<file path="config.mk">
export PLATFORM = sky130hd
export DESIGN_NAME = seg_scroll_ctrl
export DESIGN_NICKNAME = d
export VERILOG_FILES = /design/src/rtl/seg_pkg.sv /design/src/rtl/seg_scan_mux.sv /design/src/rtl/seg_scroll_ctrl.sv
export SDC_FILE = /design/constraint.sdc
export NUM_CORES = 1
export LEC_CHECK = 0
export CAP_MARGIN = 25
export CORE_MARGIN = 2
export CORE_UTILIZATION = 50
export DETAILED_ROUTE_END_ITERATION = 8
export PLACE_DENSITY = 0.8
export SLEW_MARGIN = 20
export SYNTH_ARGS = -nofsm -noshare
export SYNTH_HDL_FRONTEND = slang
export SYNTH_HIERARCHICAL = 1
export SYNTH_SLANG_ARGS = --single-unit
</file>
<file path="constraint.sdc">
create_clock -name clk -period 2.73 [get_ports clk]
set_input_delay 0.546 -clock clk [delete_from_list [all_inputs] [get_ports clk]]
set_output_delay 0.546 -clock clk [all_outputs]
set_load 0.03 [all_outputs]
</file>
<file path="src/rtl/seg_pkg.sv">
// Shared constants and FSM encoding for the scrolling 7-segment controller.
package seg_pkg;

    localparam int unsigned SEG_BLANK = 0;

    localparam logic [3:0] DIG0    = 4'b1110;
    localparam logic [3:0] DIG1    = 4'b1101;
    localparam logic [3:0] DIG2    = 4'b1011;
    localparam logic [3:0] DIG3    = 4'b0111;
    localparam logic [3:0] DIG_OFF = 4'b1111;

    typedef enum logic [2:0] {
        StIdle,
        StFetch,
        StShift,
        StWait,
        StDrain,
        StFin
    } state_e;

endpackage

</file>
<file path="src/rtl/seg_scan_mux.sv">
// Free-running digit scan: divider, digit index and registered seg/digit_n mux.
module seg_scan_mux
    import seg_pkg::*;
#(
    parameter int unsigned CLK_DIV_W = 16,
    parameter int unsigned SEG_W     = 7
) (
    input  logic               clk,
    input  logic               rst_n,
    input  logic [4*SEG_W-1:0] i_win,
    output logic               o_scan_tick,
    output logic [SEG_W-1:0]   o_seg,
    output logic [3:0]         o_digit_n
);

    logic [CLK_DIV_W-1:0] r_div;
    logic [1:0]           r_idx;
    logic [1:0]           w_idx_nxt;
    logic                 w_tick;
    logic [SEG_W-1:0]     r_seg;
    logic [SEG_W-1:0]     w_seg_nxt;
    logic [3:0]           r_digit_n;
    logic [3:0]           w_digit_nxt;

    // Tick is the last count before the divider wraps back to zero.
    assign w_tick    = &r_div;
    assign w_idx_nxt = r_idx + {1'b0, w_tick};

    always_comb begin
        w_seg_nxt   = i_win[SEG_W-1:0];
        w_digit_nxt = DIG0;
        unique case (w_idx_nxt)
            2'd0: begin
                w_seg_nxt   = i_win[0*SEG_W +: SEG_W];
                w_digit_nxt = DIG0;
            end
            2'd1: begin
                w_seg_nxt   = i_win[1*SEG_W +: SEG_W];
                w_digit_nxt = DIG1;
            end
            2'd2: begin
                w_seg_nxt   = i_win[2*SEG_W +: SEG_W];
                w_digit_nxt = DIG2;
            end
            2'd3: begin
                w_seg_nxt   = i_win[3*SEG_W +: SEG_W];
                w_digit_nxt = DIG3;
            end
            default: begin
                w_seg_nxt   = i_win[SEG_W-1:0];
                w_digit_nxt = DIG_OFF;
            end
        endcase
    end

    always_ff @(posedge clk or negedge rst_n) begin
        if (!rst_n) begin
            r_div     <= '0;
            r_idx     <= 2'd0;
            r_seg     <= '0;
            r_digit_n <= DIG_OFF;
        end else begin
            r_div     <= r_div + 1'b1;
            r_idx     <= w_idx_nxt;
            r_seg     <= w_seg_nxt;
            r_digit_n <= w_digit_nxt;
        end
    end

    assign o_scan_tick = w_tick;
    assign o_seg       = r_seg;
    assign o_digit_n   = r_digit_n;

endmodule

</file>
<file path="src/rtl/seg_scroll_ctrl.sv">
// Scrolling-text sequencer: fetches characters over req/ack, shifts a 4-digit window
// at a programmable rate and drives the multiplexed display through seg_scan_mux.
module seg_scroll_ctrl
    import seg_pkg::*;
#(
    parameter int unsigned CLK_DIV_W    = 16,
    parameter int unsigned SCROLL_TICKS = 64,
    parameter int unsigned ADDR_W       = 5,
    parameter int unsigned SEG_W        = 7
) (
    input  logic              clk,
    input  logic              rst_n,
    input  logic              start,
    input  logic              stop,
    input  logic [ADDR_W-1:0] msg_len,
    input  logic              loop_en,
    output logic              rd_req,
    output logic [ADDR_W-1:0] rd_addr,
    input  logic              rd_ack,
    input  logic [SEG_W-1:0]  rd_data,
    output logic [SEG_W-1:0]  seg,
    output logic [3:0]        digit_n,
    output logic              busy,
    output logic              done
);

    localparam int unsigned       TCNT_W      = (SCROLL_TICKS > 1) ? $clog2(SCROLL_TICKS) : 1;
    localparam logic [TCNT_W-1:0] TCNT_LAST   = TCNT_W'(SCROLL_TICKS - 1);
    localparam logic [2:0]        DRAIN_STEPS = 3'd4;

    state_e               r_state;
    state_e               w_state_nxt;
    logic                 r_req;
    logic                 w_req_nxt;
    logic [ADDR_W-1:0]    r_addr;
    logic [ADDR_W-1:0]    w_addr_nxt;
    logic [ADDR_W-1:0]    r_len;
    logic [ADDR_W-1:0]    w_len_nxt;
    logic [4*SEG_W-1:0]   r_win;
    logic [4*SEG_W-1:0]   w_win_nxt;
    logic [SEG_W-1:0]     r_char;
    logic [SEG_W-1:0]     w_char_nxt;
    logic [SEG_W-1:0]     w_shift_in;
    logic                 r_busy;
    logic                 w_busy_nxt;
    logic                 r_done;
    logic                 w_done_nxt;
    logic [TCNT_W-1:0]    r_tick_cnt;
    logic [TCNT_W-1:0]    w_tick_cnt_nxt;
    logic [2:0]           r_drain_cnt;
    logic [2:0]           w_drain_cnt_nxt;
    logic                 r_draining;
    logic                 w_draining_nxt;
    logic                 r_loop;
    logic                 w_loop_nxt;
    logic                 w_scan_tick;

    seg_scan_mux #(
        .CLK_DIV_W (CLK_DIV_W),
        .SEG_W     (SEG_W)
    ) u_scan (
        .clk         (clk),
        .rst_n       (rst_n),
        .i_win       (r_win),
        .o_scan_tick (w_scan_tick),
        .o_seg       (seg),
        .o_digit_n   (digit_n)
    );

    assign w_shift_in = r_draining ? SEG_W'(SEG_BLANK) : r_char;

    always_comb begin
        w_state_nxt     = r_state;
        w_req_nxt       = r_req;
        w_addr_nxt      = r_addr;
        w_len_nxt       = r_len;
        w_win_nxt       = r_win;
        w_char_nxt      = r_char;
        w_busy_nxt      = r_busy;
        w_done_nxt      = 1'b0;
        w_tick_cnt_nxt  = r_tick_cnt;
        w_drain_cnt_nxt = r_drain_cnt;
        w_draining_nxt  = r_draining;
        w_loop_nxt      = r_loop;

        // Abort overrides everything, including an ack arriving in the same cycle.
        if (stop && (r_state != StIdle)) begin
            w_state_nxt    = StIdle;
            w_req_nxt      = 1'b0;
            w_win_nxt      = '0;
            w_busy_nxt     = 1'b0;
            w_draining_nxt = 1'b0;
        end else begin
            unique case (r_state)
                StIdle: begin
                    if (start && !stop) begin
                        if (msg_len != '0) begin
                            w_len_nxt       = msg_len;
                            w_addr_nxt      = '0;
                            w_busy_nxt      = 1'b1;
                            w_drain_cnt_nxt = 3'd0;
                            w_draining_nxt  = 1'b0;
                            w_state_nxt     = StFetch;
                        end else begin
                            w_done_nxt = 1'b1;
                        end
                    end
                end
                StFetch: begin
                    if (r_req && rd_ack) begin
                        w_char_nxt  = rd_data;
                        w_req_nxt   = 1'b0;
                        w_state_nxt = StShift;
                    end else begin
                        w_req_nxt = 1'b1;
                    end
                end
                StShift: begin
                    w_win_nxt = {r_win[3*SEG_W-1:0], w_shift_in};
                    if (r_draining) begin
                        w_drain_cnt_nxt = r_drain_cnt + 3'd1;
                    end else begin
                        w_addr_nxt = r_addr + 1'b1;
                    end
                    w_tick_cnt_nxt = '0;
                    w_state_nxt    = StWait;
                end
                StWait: begin
                    if (w_scan_tick) begin
                        if (r_tick_cnt == TCNT_LAST) begin
                            if (!r_draining && (r_addr < r_len)) begin
                                w_state_nxt = StFetch;
                            end else begin
                                w_state_nxt = StDrain;
                            end
                        end else begin
                            w_tick_cnt_nxt = r_tick_cnt + 1'b1;
                        end
                    end
                end
                StDrain: begin
                    if (r_drain_cnt == DRAIN_STEPS) begin
                        w_loop_nxt  = loop_en;
                        w_done_nxt  = 1'b1;
                        w_state_nxt = StFin;
                    end else begin
                        w_draining_nxt = 1'b1;
                        w_state_nxt    = StShift;
                    end
                end
                StFin: begin
                    w_draining_nxt  = 1'b0;
                    w_drain_cnt_nxt = 3'd0;
                    if (r_loop) begin
                        w_addr_nxt  = '0;
                        w_state_nxt = StFetch;
                    end else begin
                        w_busy_nxt  = 1'b0;
                        w_state_nxt = StIdle;
                    end
                end
                default: begin
                    w_state_nxt = StIdle;
                end
            endcase
        end
    end

    always_ff @(posedge clk or negedge rst_n) begin
        if (!rst_n) begin
            r_state     <= StIdle;
            r_req       <= 1'b0;
            r_addr      <= '0;
            r_len       <= '0;
            r_win       <= '0;
            r_char      <= '0;
            r_busy      <= 1'b0;
            r_done      <= 1'b0;
            r_tick_cnt  <= '0;
            r_drain_cnt <= 3'd0;
            r_draining  <= 1'b0;
            r_loop      <= 1'b0;
        end else begin
            r_state     <= w_state_nxt;
            r_req       <= w_req_nxt;
            r_addr      <= w_addr_nxt;
            r_len       <= w_len_nxt;
            r_win       <= w_win_nxt;
            r_char      <= w_char_nxt;
            r_busy      <= w_busy_nxt;
            r_done      <= w_done_nxt;
            r_tick_cnt  <= w_tick_cnt_nxt;
            r_drain_cnt <= w_drain_cnt_nxt;
            r_draining  <= w_draining_nxt;
            r_loop      <= w_loop_nxt;
        end
    end

    assign rd_req  = r_req;
    assign rd_addr = r_addr;
    assign busy    = r_busy;
    assign done    = r_done;

endmodule

</file>
==> results of run 1 <==
-- layout make-up --
type	count	area share
Clock buffer	9	0.02495
Sequential cell	91	0.4597
Inverter	18	0.01361
Clock inverter	7	0.01537
Tap cell	105	0.02646
Timing Repair Buffer	44	0.08821
Multi-Input combinational cell	227	0.3717
-- synth_stat cells (4+ instances only) --
| master | instances | area share |
|---|---|---|
| nand3_1 | 11 | 0.013 |
| dfstp_2 | 4 | 0.025 |
| ha_1 | 10 | 0.029 |
| clkbuf_1 | 7 | 0.0062 |
| inv_1 | 18 | 0.016 |
| nand4_1 | 5 | 0.0073 |
| xor2_1 | 5 | 0.010 |
| a21oi_1 | 9 | 0.011 |
| o211ai_1 | 4 | 0.0070 |
| buf_2 | 7 | 0.0082 |
| mux4_2 | 7 | 0.037 |
| o21ai_0 | 14 | 0.016 |
| nand2_1 | 22 | 0.019 |
| xnor2_1 | 10 | 0.021 |
| nand2b_1 | 5 | 0.0073 |
| nor2_1 | 14 | 0.012 |
| nor3_1 | 4 | 0.0047 |
| mux2_2 | 13 | 0.034 |
| a22o_1 | 28 | 0.057 |
| dfrtp_1 | 87 | 0.51 |
-- worst min-delay path by stage --
stage / startpoint / to / slack (ns)
5_1_grt: rst_n / r_win[17] / 0.22
3_3_place_gp: u_scan/r_div[15] / u_scan/r_div[15] / 0.45
2_1_floorplan: rst_n / busy / 0.25
3_5_place_dp: u_scan/r_div[10] / u_scan/r_div[10] / 0.46
4_1_cts: rst_n / r_loop / 0.19
6_report: rst_n / r_win[17] / 0.18
-- state kept, by name (all words and copies together), names as in the netlist, 4 cells and up --
signal and count:
r_tick_cnt 6, r_len 5, rd_addr 5, u_scan/o_seg 7
u_scan/o_digit_n 4, r_win 28, r_char 7, u_scan/r_div 16
-- where the power goes --
part	switching, mW	internal (mW)
Clock	0.549	0.366
Sequential	0.120	1.49
Combinational	0.342	0.304
-- critical path: cells and delay by family, from the launching register on --
| kind | cells | cell delay, ns |
|---|---|---|
| muxes | 1 | 0.56 |
| xor gates and xnor gates | 1 | 0.25 |
| adders and majority gates | 2 | 0.50 |
| and+or+nand+nor | 3 | 0.67 |
| DFF | 1 | 0.41 |
-- cells by family after synthesis --
family / synth area share
compound gates: 0.1545
xor+xnor: 0.03722
fa+ha+maj: 0.02931
buf+inv: 0.03575
flops: 0.5346
mux: 0.07825
simple gates: 0.1304
-- per-stage QoR --
stage	cells	cell area, sq um	hold WS [ns]	utilization	power, mW
finish	501	4965	0.1777	0.6012	3.166
global route	501	4965	0.2182	0.6012	3.328
CTS	501	4960	0.1859	0.6006	3.194
detailed placement	485	4760	0.4632	0.5764	2.281
global placement	484	4745	0.4534	0.5745	2.239
floorplan	354	4269	0.2504	-	2.016
-- metal layers --
layer	up-vias	routed length [microns]	track usage
met2	74	3916	0.3102
met1	1479	3632	0.2734
met3	19	356	0.04422
met4	0	191	0.08451
met5	-	0	0
li1	1385	-	-
==> impl_metrics.tcl, run 1 <==
set metrics [dict create \
    syn_nets 382 \
    drc_errors 0 \
    reg2reg_from "u_scan/r_div[0]" \
    cp.required_ns 2.97 \
    final_common_cell "dfrtp_1" \
    holdBufCountCts 0 \
    cts_tree "built" \
    r2r_slack_ns 0.21 \
    ir_worst_vdd_uv 500.9 \
    drv_cap 0 \
    htreeDepth 3 \
    status "complete, no violations" \
    nFillCells 668 \
    cts_buffer_depth 2 \
    max_stage_delay_ns 0.56 \
    hold_class "in -> async" \
    seqCellArea_sq_um 2282 \
    grt_remaining_overflow 0 \
    fin_crit_sh 0.9233 \
    cp_common_cell "ha_1" \
    hold_viol 0 \
    finalSetupViolCount 0 \
    final_cell_mix "dfrtp_1 (87), clkdlybuf4s50_1 (35), a22o_1 (28)" \
    ys_types 63 \
    start_util 0.5170 \
    drt_pass1_iterations 5 \
    path_cells "ha_1, nand4_1, nor3_2, and3_1, ha_1, xnor2_4, mux4_2" \
    rsz0062_at_grt "false" \
    setup_tns_ns 0 \
    timing.rr.end "u_scan/o_seg[0]" \
    critPathCaptureType "flip-flop" \
    area.growth.synth_to_final_pct 16.30 \
    die_h_microns 96.40 \
    port_buffers 36 \
    die_w_microns 96.40 \
    critPathMaxFanout 10 \
    grt_first_pass_wirelength_microns 14350 \
    max_freq_mhz 396.7 \
    dp_slack_ns 0.1163 \
    path_class "reg -> reg" \
    wirelength_microns 8096 \
    antenna_found_initial 0 \
    viasPerCell 5.902 \
    power_density_nw_per_um2 637.7 \
    async_flop_share 1.000 \
    drt_iter0_drc 225 \
    syn_area_per_cell_sq_um 12.06 \
    clk-insertion-delay-late_ns 0.37 \
    post_cts_buffers 0 \
    reg2reg_depth 7 \
    synth_edf_count 0 \
    fin_ws_ns 0.2094 \
    tightest_slew_ns 0.6184 \
    post-dp-hpwl_microns 5768 \
    rows 33 \
    slew_headroom 0.5846 \
    synth_area_sq_um 4269 \
    multi_input_area_sq_um 1846 \
    leakage_nw 2.215 \
    grt.total_usage 0.1999 \
    clockRootBuffer "clkbuf_8" \
    cts_sinks 91 \
    synth-seq-cells 91 \
    yosysWarnings 6 \
    endpoint "u_scan/o_seg[0]" \
    skew_ns 0.01769 \
    detail-route-antenna-nets 0 \
    synth-main-ff-cell "dfrtp_1" \
    wl_per_cell_microns 16.16 \
    slowest_stage "mux4_2" \
    grt_max_degree 47 \
    core-area_sq_um 8258 \
    die-area_sq_um 9293 \
    antenna_cells 0 \
    cts_resized 0 \
    io_pins 37 \
    cp-start-kind "flip-flop" \
    startpoint "u_scan/r_div[0]" \
    fin_crit_ns 2.521 \
    nets 419 \
    path_clk_slew_ns 0.11 \
    synth_seq_area_share 0.5346 \
    drive_above_1_share 0.1717 \
    grt_pass1_vias 3009 \
    cts_buffers 9 \
    critPathArrivalTime_ns 2.76 \
    via_count 2957 \
    drv_slew 0 \
    netlist_instances 354 \
    place_congestion 0.8701 \
]
Power figures use the tool's default switching activity.
==> inputs of run 2 (changes only) <==
--- a/config.mk
+++ b/config.mk
@@ -8,7 +8,9 @@
 export CAP_MARGIN = 25
 export CORE_MARGIN = 2
 export CORE_UTILIZATION = 50
+export CTS_CLUSTER_SIZE = 25
 export DETAILED_ROUTE_END_ITERATION = 8
+export GPL_ROUTABILITY_DRIVEN = 0
 export PLACE_DENSITY = 0.8
 export SLEW_MARGIN = 20
 export SYNTH_ARGS = -nofsm -noshare
==> results of run 2 <==
Same layout as run 1: the final DEF is identical, and so are final timing and power.
